### config.mk
export PLATFORM = sky130hd
export DESIGN_NAME = game_flow_ctrl
export DESIGN_NICKNAME = d
export VERILOG_FILES = /design/src/rtl/snake_pkg.sv /design/src/rtl/key_pulse.sv /design/src/rtl/game_flow_ctrl.sv
export SDC_FILE = /design/constraint.sdc
export NUM_CORES = 1
export LEC_CHECK = 0
export CAP_MARGIN = 20
export CORE_MARGIN = 2
export CORE_UTILIZATION = 58
export DETAILED_ROUTE_END_ITERATION = 8
export PLACE_DENSITY = 0.87
export SETUP_SLACK_MARGIN = 0.2
export SLEW_MARGIN = 10
export SYNTH_ARGS = -nofsm -noshare
export SYNTH_HDL_FRONTEND = slang
export SYNTH_SLANG_ARGS = --single-unit
### constraint.sdc
create_clock -name clk -period 2.56 [get_ports clk]
set_input_delay 0.384 -clock clk [delete_from_list [all_inputs] [get_ports clk]]
set_output_delay 0.384 -clock clk [all_outputs]
set_load 0.02 [all_outputs]
### src/rtl/snake_pkg.sv
// Shared definitions for the snake game sequencer: state encodings,
// BCD score arithmetic and the speed-mode step period table.
package snake_pkg;

    typedef enum logic [2:0] {
        ST_COVER = 3'd0,
        ST_INIT  = 3'd1,
        ST_PLAY  = 3'd2,
        ST_PAUSE = 3'd3,
        ST_OVER  = 3'd4
    } game_state_e;

    localparam logic [7:0] SCORE_MAX = 8'h99;

    // Two-digit BCD increment that sticks at 99 instead of wrapping.
    function automatic logic [7:0] bcd_inc_sat(input logic [7:0] v);
        logic [7:0] r;
        if (v >= SCORE_MAX) begin
            r = SCORE_MAX;
        end else if (v[3:0] >= 4'd9) begin
            r = {v[7:4] + 4'd1, 4'd0};
        end else begin
            r = {v[7:4], v[3:0] + 4'd1};
        end
        return r;
    endfunction

    // Frames per move step: the base period halves for each speed level,
    // never dropping below one frame.
    function automatic int speed_period(input int base, input logic [1:0] mode);
        int p;
        p = base >> mode;
        if (p < 1) begin
            p = 1;
        end
        return p;
    endfunction

endpackage

### src/rtl/key_pulse.sv
// Push-button front end: two-flop synchronizer, stability debounce and a
// single-cycle press pulse on the filtered rising edge.
module key_pulse #(
    parameter int DB_CNT = 250000
) (
    input  logic clk,
    input  logic rst,
    input  logic key_i,
    output logic press_o
);

    localparam int CW = (DB_CNT < 2) ? 1 : $clog2(DB_CNT + 1);

    logic          sync1_q;
    logic          sync2_q;
    logic          filt_q;
    logic          press_q;
    logic [CW-1:0] stableCnt_q;

    // Bring the asynchronous button level into the clock domain.
    always_ff @(posedge clk) begin
        if (rst) begin
            sync1_q <= 1'b0;
            sync2_q <= 1'b0;
        end else begin
            sync1_q <= key_i;
            sync2_q <= sync1_q;
        end
    end

    // Accept a new level only after it has differed from the filtered level
    // for DB_CNT consecutive cycles; any bounce back restarts the count.
    always_ff @(posedge clk) begin
        if (rst) begin
            filt_q      <= 1'b0;
            press_q     <= 1'b0;
            stableCnt_q <= '0;
        end else begin
            press_q <= 1'b0;
            if (sync2_q != filt_q) begin
                if (stableCnt_q == CW'(DB_CNT - 1)) begin
                    filt_q      <= sync2_q;
                    press_q     <= sync2_q;
                    stableCnt_q <= '0;
                end else begin
                    stableCnt_q <= stableCnt_q + CW'(1);
                end
            end else begin
                stableCnt_q <= '0;
            end
        end
    end

    assign press_o = press_q;

endmodule

### src/rtl/game_flow_ctrl.sv
// Top-level game sequencer for the snake design: debounced start/pause keys,
// cover/init/play/pause/over state machine, move-step tick generation from
// frame ticks, and BCD score / hi-score keeping. All outputs are registered.
module game_flow_ctrl
    import snake_pkg::*;
#(
    parameter int DB_CNT      = 250000,
    parameter int INIT_CYCLES = 4,
    parameter int BASE_FRAMES = 16,
    parameter int OVER_HOLD   = 60
) (
    input  logic       clk,
    input  logic       rst,
    input  logic       key_start,
    input  logic       key_pause,
    input  logic       vsync,
    input  logic [1:0] speed_mode,
    input  logic       dead,
    input  logic       eat,
    output logic       disp_sel,
    output logic       game_rst,
    output logic       step_tick,
    output logic [7:0] score,
    output logic [7:0] hiscore,
    output logic       sfx_eat,
    output logic       sfx_over,
    output logic [2:0] state
);

    localparam int IW = (INIT_CYCLES < 2) ? 1 : $clog2(INIT_CYCLES + 1);
    localparam int FW = (BASE_FRAMES < 2) ? 1 : $clog2(BASE_FRAMES + 1);
    localparam int HW = (OVER_HOLD < 2)   ? 1 : $clog2(OVER_HOLD + 1);

    game_state_e   state_q;
    logic          dispSel_q;
    logic          gameRst_q;
    logic          stepTick_q;
    logic          sfxEat_q;
    logic          sfxOver_q;
    logic [7:0]    score_q;
    logic [7:0]    hiscore_q;
    logic [1:0]    speed_q;
    logic [IW-1:0] initCnt_q;
    logic [FW-1:0] frameCnt_q;
    logic [HW-1:0] holdCnt_q;
    logic          vsync_q;

    logic          startPulse;
    logic          pausePulse;
    logic          frameTick;
    logic          stepDue;
    logic          holdDone;
    logic [7:0]    scoreInc_d;

    key_pulse #(.DB_CNT(DB_CNT)) uStartKey (
        .clk     (clk),
        .rst     (rst),
        .key_i   (key_start),
        .press_o (startPulse)
    );

    key_pulse #(.DB_CNT(DB_CNT)) uPauseKey (
        .clk     (clk),
        .rst     (rst),
        .key_i   (key_pause),
        .press_o (pausePulse)
    );

    // Remember last vsync so its falling edge can be seen without extra delay.
    always_ff @(posedge clk) begin
        if (rst) begin
            vsync_q <= 1'b1;
        end else begin
            vsync_q <= vsync;
        end
    end

    assign frameTick  = vsync_q & ~vsync;
    assign stepDue    = int'(frameCnt_q) == (speed_period(BASE_FRAMES, speed_q) - 1);
    assign holdDone   = holdCnt_q == HW'(OVER_HOLD);
    assign scoreInc_d = bcd_inc_sat(score_q);

    // Game state machine; in PLAY a dead hit beats a pause press, which beats an eat.
    always_ff @(posedge clk) begin
        if (rst) begin
            state_q    <= ST_COVER;
            dispSel_q  <= 1'b0;
            gameRst_q  <= 1'b1;
            stepTick_q <= 1'b0;
            sfxEat_q   <= 1'b0;
            sfxOver_q  <= 1'b0;
            score_q    <= 8'h00;
            hiscore_q  <= 8'h00;
            speed_q    <= 2'b00;
            initCnt_q  <= '0;
            frameCnt_q <= '0;
            holdCnt_q  <= '0;
        end else begin
            stepTick_q <= 1'b0;
            sfxEat_q   <= 1'b0;
            sfxOver_q  <= 1'b0;
            case (state_q)
                ST_COVER: begin
                    dispSel_q <= 1'b0;
                    gameRst_q <= 1'b1;
                    if (startPulse) begin
                        state_q   <= ST_INIT;
                        dispSel_q <= 1'b1;
                        initCnt_q <= '0;
                        score_q   <= 8'h00;
                    end
                end
                ST_INIT: begin
                    score_q <= 8'h00;
                    speed_q <= speed_mode;
                    if (initCnt_q == IW'(INIT_CYCLES - 1)) begin
                        state_q    <= ST_PLAY;
                        gameRst_q  <= 1'b0;
                        frameCnt_q <= '0;
                        initCnt_q  <= '0;
                    end else begin
                        initCnt_q <= initCnt_q + IW'(1);
                    end
                end
                ST_PLAY: begin
                    if (dead) begin
                        state_q   <= ST_OVER;
                        sfxOver_q <= 1'b1;
                        holdCnt_q <= '0;
                        if (score_q > hiscore_q) begin
                            hiscore_q <= score_q;
                        end
                    end else if (pausePulse) begin
                        state_q <= ST_PAUSE;
                    end else begin
                        if (eat) begin
                            score_q  <= scoreInc_d;
                            sfxEat_q <= 1'b1;
                        end
                        if (frameTick) begin
                            if (stepDue) begin
                                stepTick_q <= 1'b1;
                                frameCnt_q <= '0;
                            end else begin
                                frameCnt_q <= frameCnt_q + FW'(1);
                            end
                        end
                    end
                end
                ST_PAUSE: begin
                    if (pausePulse) begin
                        state_q <= ST_PLAY;
                    end
                end
                ST_OVER: begin
                    if (frameTick && !holdDone) begin
                        holdCnt_q <= holdCnt_q + HW'(1);
                    end
                    if (startPulse && holdDone) begin
                        state_q   <= ST_INIT;
                        gameRst_q <= 1'b1;
                        initCnt_q <= '0;
                        score_q   <= 8'h00;
                    end
                end
                default: begin
                    state_q   <= ST_COVER;
                    dispSel_q <= 1'b0;
                    gameRst_q <= 1'b1;
                end
            endcase
        end
    end

    assign disp_sel  = dispSel_q;
    assign game_rst  = gameRst_q;
    assign step_tick = stepTick_q;
    assign score     = score_q;
    assign hiscore   = hiscore_q;
    assign sfx_eat   = sfxEat_q;
    assign sfx_over  = sfxOver_q;
    assign state     = state_q;

endmodule

==> out/metrics.yaml, run 1 <==
outcome: "complete, no violations"
crit_path_top_delay_cell: "or2_1"
die_h_um: 89.3
numCtsBuffers: 9
arrival_time_at_the_worst_endpoint_ps: 2310
final_hold_violation_count: 0
insertion_delay_ps: 350
number_of_global_route_vias_before_repair: 3232
timing.fmax_ghz: 0.477
grt_start_max_net_pins: 37
cpLargestDelayFamily: "simple AND/OR/NAND/NOR gates"
asyncSetResetFlopFracSynth_pct: 0
period_needed_ps: 2100
critical_path.cell_chain: "ha_1, and3_1, nand2_1, nor3_1, or2_1, nor2_1"
finalSetupViolCount: 0
synth.ff_latch_count: 85
unrepaired_setup_endpoints_after_global_routing: "false"
commonest_register_cell_after_synthesis: "dfxtp_1"
max_cap_viol_count: 0
hpwl_um: 5810
drt_iter0_drc: 139
post_synth_instance_area_sq_um: 4220
synth_top_cell_area_share_pct: 40.3
cts_resized: 0
cts-root-buf: "clkbuf_8"
postSynthNetCount: 512
synth_cell_type_count: 57
synth_cells: 482
worst_pin_slew_ps: 566
cts.htree.levels: 3
critical_path.startpoint_type: "register"
final_layout_size_suffix_gt1_share_pct: 6.41
place_worst_setup_slack_ps: 387
power-per-cell-area_nw_per_um2: 466
antenna_found_initial: 0
postRouteWirelength_um: 8270
final_max_slew_viol_count: 0
nature_of_the_critical_path_endpoint: "register"
diodes: 0
core-area_sq_um: 7140
layout_worst_path_cycle_share_pct: 82.0
synth_top_cells_by_area: "dfxtp_1 40%, nor2_1 6.6%, ha_1 6.2%"
rows: 31
setup_tns_ps: 0
hp-class: "primary input to register"
tritoncts_clock_tree: "yes"
floorplan.die.width_um: 89.3
synthDominantAreaCellType: "dfxtp_1"
finClkSkew_ps: 11.4
critical_path_buf_inv_count: 0
cts.repair_timing.setup_buffer_count: 0
routedWlPerCell_um: 13.5
remaining_drc_errors: 0
average_cell_area_after_synthesis_sq_um: 8.76
initial_core_util_pct: 59.2
dieArea_sq_um: 7980
synth-edff-count: 0
vias: 3403
worst_path_largest_cell_delay_ps: 530
clk_pin_slew_worst_paths_ps: 90
timing.setup.critical_path_class: "register to register"
synth_commonest_cells: "85 x dfxtp_1, 74 x nor2_1, 33 x nand2_1"
detailedRoute.firstPassIterationCount: 4
grt_pass1_wl_um: 14200
crit_required_ps: 2770
ioPinCount: 33
gr-total-overflow: 0
final.setup.worst_slack_ps: 462
clock-sinks: 85
total_of_buffers_placed_on_input_and_output_ports: 32
drtAntennaViolNets: 0
globalRouteTotalUtil_pct: 22.4
worst_ir_drop_vdd_mv: 0.268
cts.hold.buffers_added: 0
library_cell_with_the_highest_instance_count_after_synthesis: "dfxtp_1"
globalplace.congestion: 0.879
synthesis.yosys.warnings: 0
area_growth_syn_to_layout_pct: 12.8
detail_route.vias_per_cell: 5.54
p_leak_nw: 1.68
synth_seq_area_share_pct: 40.3
num-nets-final: 540
clockBufferDepth: 2
critical_path_peak_fanout: 17
worst_slew_margin_rel_pct: 62.0
[per-stage QoR]
step,total power (W),cells,hold slack (ps),utilization (%),instance area (sq um)
after floorplan,0.00139,482,412,-,4220
after global placement,0.00141,598,422,64.3,4590
after detailed placement,0.00141,598,433,64.3,4590
after CTS,0.00224,614,401,66.7,4760
after global routing,0.00231,614,416,66.7,4760
final,0.00222,614,408,66.7,4760
[where the power goes]
part	total, W	internal (W)	switching [W]
Clock	0.000846	0.000357	0.000489
Combinational	0.0000476	0.0000218	0.0000258
Sequential	0.00133	0.00133	0.00000259
[cell usage in the layout, fill, tap and decap left out, drive strengths merged, types with 5 or more instances in the layout]
| cell | netlist | layout |
|---|---|---|
| clkdlybuf4s50 | 0 | 31 |
| or2 | 5 | 5 |
| mux2i | 12 | 12 |
| nor2b | 10 | 10 |
| nor2 | 74 | 74 |
| and3 | 10 | 10 |
| dfxtp | 85 | 85 |
| nand4 | 14 | 14 |
| nand3 | 25 | 25 |
| nand2 | 34 | 34 |
| clkinv | 0 | 5 |
| ha | 21 | 21 |
| clkbuf | 8 | 9 |
| nand2b | 25 | 25 |
| o21ai | 9 | 9 |
| xnor2 | 18 | 18 |
| nor4 | 6 | 6 |
| inv | 24 | 26 |
| xor2 | 24 | 24 |
| a21oi | 17 | 17 |
| nor3 | 5 | 5 |
[final timing paths]
check | from | to | depth (start not counted) | slack, ps
max | uStartKey.stableCnt_q[0] | uStartKey.stableCnt_q[10] | 6 | 460
min | rst | uStartKey.filt_q | 2 | 410
max reg2reg | uStartKey.stableCnt_q[0] | uStartKey.stableCnt_q[10] | 6 | 460
min reg2reg | uPauseKey.stableCnt_q[0] | uPauseKey.stableCnt_q[0] | 1 | 440
[layout make-up]
class,count,area (sq um)
clock buffers,9,124
fillers,585,2370
inverters,24,90.1
clock inverters,7,50.0
multi-input cells,357,2350
well taps,99,124
flip-flops and latches,85,1700
repair buffers,33,323
[sequential cells by signal, indices dropped and copies added, names as in the netlist, 2 cells and up]
signal	flops
initCnt_q	3
frameCnt_q	5
state	3
speed_q	2
hiscore	8
holdCnt_q	6
uPauseKey.stableCnt_q	18
score	8
uStartKey.stableCnt_q	18
[routing by layer]
layer,part of all wire (%),GRT usage [%],up-vias
met5,0,0,-
met3,4.1,4.43,13
met4,1.7,8.96,0
li1,-,-,1703
met2,47,36.3,79
met1,47,29.4,1608
[cell families (layout without fill, tap and decap cells)]
family                   Yosys count  in the layout  synth area share [%]
AO/OA/AOI/OAI                     52             52                  9.78
XOR/XNOR                          42             42                  8.71
adder cells (fa/ha/maj)           21             21                  6.22
buffers and inverters             40             73                  4.06
flip-flops                        85             85                  40.3
multiplexers                      12             12                  2.84
AND/OR/NAND/NOR                  230            230                  28.1
Power figures use the tool's default switching activity.
==> run 2, diff against run 1 <==
==> constraint.sdc (replaced) <==
create_clock -name clk -period 1.95 [get_ports clk]
set_input_delay 0.2925 -clock clk [delete_from_list [all_inputs] [get_ports clk]]
set_output_delay 0.2925 -clock clk [all_outputs]
set_load 0.02 [all_outputs]
==> out/metrics.yaml, run 2 (same netlist as run 1, synthesis figures left out) <==
outcome: "complete, no violations"
critical_path.cell_chain: "nor2_4, inv_2, ha_4, xnor2_2, nor2_2, a311oi_4, nand2_2, o311ai_4"
p_leak_nw: 2.01
final_cell_mix: "72 x nor2_1, 70 x dfxtp_1, 33 x nand2_1"
crit_required_ps: 2230
globalplace.congestion: 0.884
diodes: 0
globalRouteTotalUtil_pct: 23.1
timing.reg2reg.worst_path_depth: 8
power-per-cell-area_nw_per_um2: 593
drt_iter0_drc: 278
critical_path_peak_fanout: 4
worst_slew_margin_rel_pct: 67.7
dieArea_sq_um: 7980
cts.htree.levels: 3
timing.hold.ws_ps: 305
grt_start_max_net_pins: 21
reg2reg_from: "speed_q[0]"
min-delay-start: "rst"
timing.critical_path.depth: 8
insertion_delay_ps: 370
floorplan.die.width_um: 89.3
die_h_um: 89.3
hold_path_end: "uPauseKey.sync2_q"
worst_ir_drop_vdd_mv: 0.407
layout_worst_path_cycle_share_pct: 95.0
layout.cells.most_common: "nor2_1"
antenna_found_initial: 0
critical_path.startpoint_type: "register"
final.setup.worst_slack_ps: 97.3
hold-path-cell-count: 2
p_sw_w: 0.000708
seqPwrFrac_pct: 55.8
postRouteWirelength_um: 10000
nature_of_the_critical_path_endpoint: "register"
max_cap_viol_count: 0
core-area_sq_um: 7140
area_growth_syn_to_layout_pct: 24.4
routedWlPerCell_um: 15.5
place_worst_setup_slack_ps: -73.8
rows: 31
hp-class: "primary input to register"
num-nets-final: 570
timing.fmax_ghz: 0.540
cpLargestDelayFamily: "compound AO/OA/AOI/OAI gates"
remaining_drc_errors: 0
drtAntennaViolNets: 0
cts-root-buf: "clkbuf_8"
total_of_buffers_placed_on_input_and_output_ports: 32
arrival_time_at_the_worst_endpoint_ps: 2130
final_max_slew_viol_count: 0
grt_pass1_wl_um: 14400
gr-total-overflow: 0
tritoncts_clock_tree: "yes"
cellInternalPower_w: 0.00241
ioPinCount: 33
clock-sinks: 85
hpwl_um: 6230
worst-r2r-setup-slack_ps: 100
clock_power_share_pct: 41.8
timing.setup.critical_path_class: "register to register"
final_layout_size_suffix_gt1_share_pct: 19.3
finalSetupViolCount: 0
crit_path_top_delay_cell: "dfxtp_4"
finClkSkew_ps: 10.3
largest_regs: "uPauseKey.stableCnt_q: 18 flops, uStartKey.stableCnt_q: 18 flops"
final_hold_violation_count: 0
worst_r2r_endpoint: "frameCnt_q[4]"
numCtsBuffers: 9
detail_route.vias_per_cell: 5.74
vias: 3694
critical_path_buf_inv_count: 1
unrepaired_setup_endpoints_after_global_routing: "true"
number_of_global_route_vias_before_repair: 3253
worst_pin_slew_ps: 480
clockBufferDepth: 2
clk_pin_slew_worst_paths_ps: 80
period_needed_ps: 1850
initial_core_util_pct: 59.2
pwr-share-comb_pct: 2.4
worst_path_largest_cell_delay_ps: 370
detailedRoute.firstPassIterationCount: 5
switching_share_pct: 22.7
[run 2: cell types whose count changed in the layout (fill, tap and decap cells not counted), sizes merged]
| cell | previous run | this run |
|---|---|---|
| buf | 2 | 32 |
| bufinv | 0 | 1 |
| clkbuf | 9 | 10 |
| clkdlybuf4s50 | 31 | 21 |
| clkinv | 5 | 3 |
| dlygate4sd2 | 0 | 6 |
| dlymetal6s2s | 0 | 4 |
[run 2: what timing repair did]
item,in CTS,in global routing
buffers inserted,3,9
hold buffers,0,0
cloned,0,0
pin swaps,12,18
setup endpoints to repair,21,65
resized for setup,21,39
[run 2: worst max path at each step]
stage                     slack (ps)             to        from
final                            100  frameCnt_q[4]  speed_q[0]
after global placement           -40  frameCnt_q[3]        dead
after CTS                        100  frameCnt_q[3]  speed_q[1]
after floorplan                  170       score[2]    score[1]
after global routing               8  frameCnt_q[4]  speed_q[0]
after detailed placement         -70  frameCnt_q[4]        dead
[run 2: cell type report]
type / count / area (sq um)
multi-input combinational: 357 / 2540
fill: 494 / 1880
sequential: 85 / 1730
timing repair buffer: 63 / 558
clock buffer: 10 / 138
tap: 99 / 124
inverter: 24 / 92.6
clock inverter: 6 / 70.1
[run 2: routing by layer]
metal | vias to the layer above | track usage [%] | routed length, um
met1 | 1702 | 29.3 | 4230
met5 | - | 0 | 0
met2 | 177 | 39.0 | 4760
met4 | 0 | 8.01 | 303
met3 | 41 | 4.80 | 712
li1 | 1774 | - | -
[run 2: power groups by stage]
stage,Sequential (W),Combinational (W),Clock (W)
4_1_cts,0.00174,0.0000713,0.00132
5_1_grt,0.00174,0.0000795,0.00139
2_1_floorplan,0.00178,0.0000399,0
3_3_place_gp,0.00178,0.0000693,0
6_report,0.00174,0.0000741,0.00130
3_5_place_dp,0.00178,0.0000709,0
[run 2: worst register-to-register path: stages (launching register included)]
cell and delay, ps:
dfxtp_4 370, nor2_4 140, inv_2 60, ha_4 240, xnor2_2 160, nor2_2 70
a311oi_4 370, nand2_2 130, o311ai_4 220
[run 2: stage by stage]
stage | std cells | power [W] | area [sq um] | utilization, % | TNS [ps]
2_1_floorplan | 482 | 0.00182 | 4240 | - | 0
3_3_place_gp | 616 | 0.00185 | 4740 | 66.4 | -81.0
3_5_place_dp | 616 | 0.00185 | 4740 | 66.4 | -193
4_1_cts | 635 | 0.00313 | 5050 | 70.7 | 0
5_1_grt | 644 | 0.00321 | 5260 | 73.6 | 0
6_report | 644 | 0.00312 | 5260 | 73.6 | 0
